[config.mk]
export PLATFORM = sky130hd
export DESIGN_NAME = cube_pwl
export DESIGN_NICKNAME = d
export VERILOG_FILES = /design/src/rtl/cube_pwl_pkg.sv /design/src/rtl/cube_pwl_coef_gen.sv /design/src/rtl/cube_pwl.sv
export SDC_FILE = /design/constraint.sdc
export NUM_CORES = 2
export LEC_CHECK = 0
export ABC_AREA = 1
export CAP_MARGIN = 20
export CORE_MARGIN = 2
export CORE_UTILIZATION = 69
export CTS_BUF_LIST = sky130_fd_sc_hd__clkbuf_16
export DETAILED_ROUTE_END_ITERATION = 16
export GPL_TIMING_DRIVEN = 0
export PLACE_DENSITY = 0.86
export SLEW_MARGIN = 10
export SYNTH_ARGS = -nofsm -noshare
export SYNTH_HDL_FRONTEND = slang
export SYNTH_SLANG_ARGS = --single-unit
[constraint.sdc]
create_clock -name clock -period 12.4 [get_ports clock]
set_input_delay 1.86 -clock clock [delete_from_list [all_inputs] [get_ports clock]]
set_output_delay 1.86 -clock clock [all_outputs]
set_load 0.05 [all_outputs]
[src/rtl/cube_pwl_pkg.sv]
// Shared constants, FSM state type and saturation helper for the piecewise-linear cube block.
package cube_pwl_pkg;

  localparam int SEG_BITS = 4;
  localparam int NSEG     = 1 << SEG_BITS;
  localparam int NPTS     = NSEG + 1;

  typedef enum logic [1:0] {S_SQ, S_CU, S_ST, S_DONE} cube_state_t;

  // Clamp an unsigned value to the largest number representable in 'width' bits.
  function automatic logic [63:0] sat_u(input logic [63:0] value, input int unsigned width);
    logic [63:0] maxv;
    maxv = (width >= 64) ? '1 : ((64'd1 << width) - 64'd1);
    return (value > maxv) ? maxv : value;
  endfunction

endpackage

[src/rtl/cube_pwl_coef_gen.sv]
// Builds the 17-point cube breakpoint table after reset: three clocks per point (square, cube, store),
// then raises cal_valid for good. Offsets C and slopes M are exposed as flat register tables.
module cube_pwl_coef_gen
  import cube_pwl_pkg::*;
#(
  parameter int DSIZE = 16
) (
  input  logic                       clock,
  input  logic                       rst_n,
  output logic                       cal_valid,
  output logic [NSEG-1:0][DSIZE-1:0] m_tab,
  output logic [NSEG-1:0][DSIZE-1:0] c_tab
);

  localparam int KW = $clog2(NPTS);

  cube_state_t         state;
  logic [KW-1:0]       k;
  logic [9:0]          sq;
  logic [14:0]         cu;
  logic [DSIZE-1:0]    p_k;
  logic [SEG_BITS-1:0] k_lo;
  logic [SEG_BITS-1:0] k_prev;

  // P_k = k^3 scaled so that k=16 lands at 2^DSIZE, which then clamps to all-ones.
  assign p_k    = DSIZE'(sat_u(64'(cu) << (DSIZE - 12), DSIZE));
  assign k_lo   = k[SEG_BITS-1:0];
  assign k_prev = SEG_BITS'(k - KW'(1));

  always_ff @(posedge clock or negedge rst_n) begin
    if (!rst_n) begin
      state     <= S_SQ;
      k         <= '0;
      sq        <= '0;
      cu        <= '0;
      cal_valid <= 1'b0;
      m_tab     <= '0;
      c_tab     <= '0;
    end else begin
      case (state)
        S_SQ: begin
          sq    <= {5'b0, k} * {5'b0, k};
          state <= S_CU;
        end
        S_CU: begin
          cu    <= 15'(sq) * 15'(k);
          state <= S_ST;
        end
        S_ST: begin
          if (k < KW'(NSEG)) c_tab[k_lo] <= p_k;
          // Slope of the segment that ends at this breakpoint; C of its start is already stored.
          if (k != '0) m_tab[k_prev] <= p_k - c_tab[k_prev];
          if (k == KW'(NSEG)) begin
            state     <= S_DONE;
            cal_valid <= 1'b1;
          end else begin
            k     <= k + KW'(1);
            state <= S_SQ;
          end
        end
        default: begin
          state     <= S_DONE;
          cal_valid <= 1'b1;
        end
      endcase
    end
  end

endmodule

[src/rtl/cube_pwl.sv]
// Piecewise-linear y = x^3 over unsigned fractions, 3-stage pipeline fed by the built coefficient table.
// Define CUBE_PWL_ROUND_EN for round-half-up in the final shift; default build truncates.
module cube_pwl
  import cube_pwl_pkg::*;
#(
  parameter int DSIZE = 16
) (
  input  logic             clock,
  input  logic             rst_n,
  input  logic [DSIZE-1:0] X,
  output logic [DSIZE-1:0] Y,
  output logic             cal_valid
);

  localparam int FW = DSIZE - SEG_BITS;
  localparam int PW = DSIZE + FW;

`ifdef CUBE_PWL_ROUND_EN
  localparam logic [PW:0] RND = (PW + 1)'(1) << (FW - 1);
`else
  localparam logic [PW:0] RND = '0;
`endif

  logic [NSEG-1:0][DSIZE-1:0] m_tab;
  logic [NSEG-1:0][DSIZE-1:0] c_tab;

  cube_pwl_coef_gen #(.DSIZE(DSIZE)) u_coef (
    .clock     (clock),
    .rst_n     (rst_n),
    .cal_valid (cal_valid),
    .m_tab     (m_tab),
    .c_tab     (c_tab)
  );

  logic [SEG_BITS-1:0] seg;
  logic [FW-1:0]       frac;
  logic [1:0]          vld_pipe;
  logic [DSIZE-1:0]    s1_m, s1_c, s2_c;
  logic [FW-1:0]       s1_f;
  logic [PW-1:0]       s2_prod;
  logic [PW:0]         prod_r;
  logic [DSIZE:0]      interp;
  logic [DSIZE+1:0]    sum;
  logic [DSIZE-1:0]    y_next;

  assign seg  = X[DSIZE-1 -: SEG_BITS];
  assign frac = X[FW-1:0];

  assign prod_r = {1'b0, s2_prod} + RND;
  assign interp = (DSIZE + 1)'(prod_r >> FW);
  assign sum    = (DSIZE + 2)'(s2_c) + (DSIZE + 2)'(interp);
  // Cannot exceed full scale with a monotone table; clamp anyway so a wrap is impossible.
  assign y_next = DSIZE'(sat_u(64'(sum), DSIZE));

  always_ff @(posedge clock or negedge rst_n) begin
    if (!rst_n) begin
      vld_pipe <= '0;
      s1_m     <= '0;
      s1_c     <= '0;
      s1_f     <= '0;
      s2_prod  <= '0;
      s2_c     <= '0;
      Y        <= '0;
    end else begin
      vld_pipe <= {vld_pipe[0], cal_valid};
      if (cal_valid) begin
        s1_m <= m_tab[seg];
        s1_c <= c_tab[seg];
        s1_f <= frac;
      end else begin
        s1_m <= '0;
        s1_c <= '0;
        s1_f <= '0;
      end
      if (vld_pipe[0]) begin
        s2_prod <= PW'(s1_m) * PW'(s1_f);
        s2_c    <= s1_c;
      end else begin
        s2_prod <= '0;
        s2_c    <= '0;
      end
      Y <= vld_pipe[1] ? y_next : '0;
    end
  end

endmodule

==> run summary <==
outcome = finished, final reports clean
Mapped Area = 35020 um2
CTS clk-pin slew, worst paths = 0.07 ns
min Tclk post-route = 7.996 ns
CP Cell Sequence = buf_4 -> inv_2 -> buf_4 -> buf_6 -> buf_2 -> buf_2 -> ha_1 -> inv_1 -> clkbuf_1 -> buf_1 -> o21ai_0 -> o21ai_0 -> nand2_1 -> nand4_1 -> inv_1 -> ha_1 -> buf_4 -> nand2_1 -> nor3_1 -> nor2_1 -> xor2_1 -> clkbuf_1 -> o21ai_0
final WL = 133300 um
Fillers = 3595
number of setup buffers added after CTS = 0
Slew headroom = 0.1475
Sink Count = 550
DR vias/cell = 6.586
worst-case clock buffer depth = 3
pre-CTS WS = 5.424 ns
initial antenna violation count = 6
simple-gate share of the synthesized area = 0.1854
Avg Cell Area, Syn = 7.806 um2
Iteration-0 DRC Markers = 5742
CP Class = flip-flop to flip-flop
CP Depth = 23
YS warnings = 0
Leak = 19.03 nW
clock root cell = clkbuf_16
peak supply drop = 0.1245 mV
PwrDens = 99.90 nW/um2
final core utilization = 0.7626
Initial Util = 0.6981
largest family of logic cells by synthesized area = simple AND/OR/NAND/NOR gates
worst hold path type = flip-flop to flip-flop
ys flop type = dfrtp_1
largest net degree at the start of global routing = 106
H-tree Lvls = 2
compound-cell area share of the yosys netlist = 0.1763
gr usage total = 0.5109
Vert. Die Dim = 229.3 um
Port Buffers = 31
Final Skew = 0.03539 ns
nets@finish = 4897
CP required = 12.90 ns
cells on worst reg2reg path = 23
drt wl/cell = 25.13 um
unrepaired setup endpoints after global routing = false
adder-cell share of the synthesized area = 0.1407
Max stage delay on crit path = 0.86 ns
vias in the first global route = 33731
Reg2Reg Capture Point = u_coef.m_tab[215]$_DFFE_PN0P_
Die ar. = 52580 um2
post-cts resize count = 0
asr flop ratio synth = 1.000
highest-delay cell along the critical path = clkbuf_1
Worst Setup SP = u_coef.k[0]$_DFFE_PN0P_
Crit path max-delay family = buffers and inverters
Die W = 229.3 um
RD Place Congestion = 1.122
Detail Placement HPWL = 95170 um
CTS tree = done
commonest non-fill, non-tap cells in the layout = 983 x nand2_1, 634 x o21ai_0, 575 x inv_1
Seq/Total Area, Yosys = 0.3930
Final WS setup = 4.404 ns
Pre-antenna DRT Iters = 9
Max Fclk = 125.1 MHz
post-route ant nets = 0
CP endpoint = u_coef.m_tab[215]$_DFFE_PN0P_
Synth Area in XOR/XNOR = 0.008038
Synth top area share = 0.3930
first-pass GRT wire length = 201100 um
final period utilization = 0.6449
worst r2r src = u_coef.k[0]$_DFFE_PN0P_
critical path endpoint category = flip-flop
grt ovf = 0
Post-synth EDFFs = 0
worst reg2reg setup slack = 4.40 ns
final hold viol count = 0
commonest non-fill, non-tap cell in the layout = nand2_1
gate count after technology mapping = 4487
setup violators final = 0
Synth Net Count = 4801
worst path arrival time = 8.50 ns
Clk Latency, worst-skew pair = 0.67 ns
max cap viols = 0
fin. max-slew vios = 0
routed via count = 34924
Final Non-Filler Cells = 5303
dpl cells = 5195
number of CTS-inserted buffers = 57
fraction of synthesized area in multiplexers = 0
Yosys cell types = 48
hold_buf cts = 0
Worst Max-Slew Pin Slew = 1.274 ns
critical path launch point type = flip-flop
#FFs+latches synth = 550
Worst Path Buf+Inv = 12
Layout area overhead = 9.238%
Synth area leader = dfrtp_1
IO Pins = 35
number of remaining DRC errors = 0
top post-synthesis cells by area = dfrtp_1 39%, nand2_1 11%, fa_1 9.3%
share of layout cells above drive strength 1 = 0.05120
CP max FO = 13
Rows = 82
Core Region = 50170 um2
[state kept, by name (all words and copies together) (netlist names)]
name / count
u_coef.cal_valid: 1
s2_prod: 16
s1_m: 14
u_coef.sq: 9
vld_pipe: 2
u_coef.m_tab: 224
s2_c: 13
u_coef.c_tab: 208
s1_f: 12
u_coef.state: 2
u_coef.k: 5
Y: 16
u_coef.cu: 15
s1_c: 13
[power by group]
part	internal (mW)	switching, mW
registers	1.79	0
logic	0.0425	0.161
clock network	1.04	0.788
total	2.87	0.949
[worst min-delay path by stage]
stage	end	depth (start not counted)	from
after floorplan	vld_pipe[1]$_DFF_PN0_	0	vld_pipe[0]$_DFF_PN0_
after global placement	vld_pipe[1]$_DFF_PN0_	0	vld_pipe[0]$_DFF_PN0_
after detailed placement	vld_pipe[1]$_DFF_PN0_	0	vld_pipe[0]$_DFF_PN0_
after CTS	vld_pipe[1]$_DFF_PN0_	0	vld_pipe[0]$_DFF_PN0_
after global routing	vld_pipe[1]$_DFF_PN0_	0	vld_pipe[0]$_DFF_PN0_
final	vld_pipe[1]$_DFF_PN0_	0	vld_pipe[0]$_DFF_PN0_
[routing by layer]
layer  up-vias  track usage  wire, um
met3       871       0.1876     21040
met1     16186       0.6533     45560
li1      14684            -         -
met2      3173       0.7251     54790
met4        10       0.3502     11740
met5         -     0.007353       135
[Yosys cell counts, drive strengths merged, types with 3 or more instances]
library cell  count
xor2             19
clkinv           12
clkbuf          171
fa              163
ha              133
dfrtp           550
nor4              9
buf              88
nor2            304
nand3           223
xnor2            11
a31oi            13
o221ai           22
nand4            16
nor3             21
o21ai           672
o211ai           29
o21bai            6
nand2           990
o21a              3
o22ai            15
inv             587
or2               4
a21oi           418
[logic make-up (layout without fill, tap and decap cells)]
group,Yosys count,in the layout
simple gates,1568,1568
compound gates,1185,1185
buf+inv,858,1000
flops,550,550
fa+ha+maj,296,296
xor+xnor,30,30
other cells,0,2
[worst reg2reg max path: stages, from the launching register on]
cell	delay [ns]
dfrtp_1	0.42
buf_4	0.21
inv_2	0.07
buf_4	0.21
buf_6	0.17
buf_2	0.41
buf_2	0.40
ha_1	0.38
inv_1	0.20
clkbuf_1	0.86
buf_1	0.73
o21ai_0	0.18
o21ai_0	0.79
nand2_1	0.11
nand4_1	0.22
inv_1	0.11
ha_1	0.30
buf_4	0.23
nand2_1	0.14
nor3_1	0.31
nor2_1	0.14
xor2_1	0.52
clkbuf_1	0.56
o21ai_0	0.18
[metrics by stage]
step                      total power [mW]  area, um2  hold slack, ns  setup TNS, ns
final                                3.822      38260          0.3701              0
after global routing                 3.875      38260          0.3805              0
after CTS                            3.773      38240          0.3717              0
after detailed placement             2.014      36320          0.3581              0
after global placement               2.011      36180          0.3537       -7892.37
after floorplan                      1.905      35020          0.3519              0
[final cells by class]
class	count	area, um2	share of cell area
Inverter	599	2263	0.05916
Multi-Input combinational cell	3079	17870	0.4672
Clock buffer	58	1451	0.03793
Antenna cell	2	5.005	0.0001308
Tap cell	672	840.8	0.02198
Clock inverter	47	474.2	0.01239
Timing Repair Buffer	37	464.2	0.01213
Buffer	259	1124	0.02937
Sequential cell	550	13760	0.3597
No activity file was read; power rests on OpenSTA's default activity.
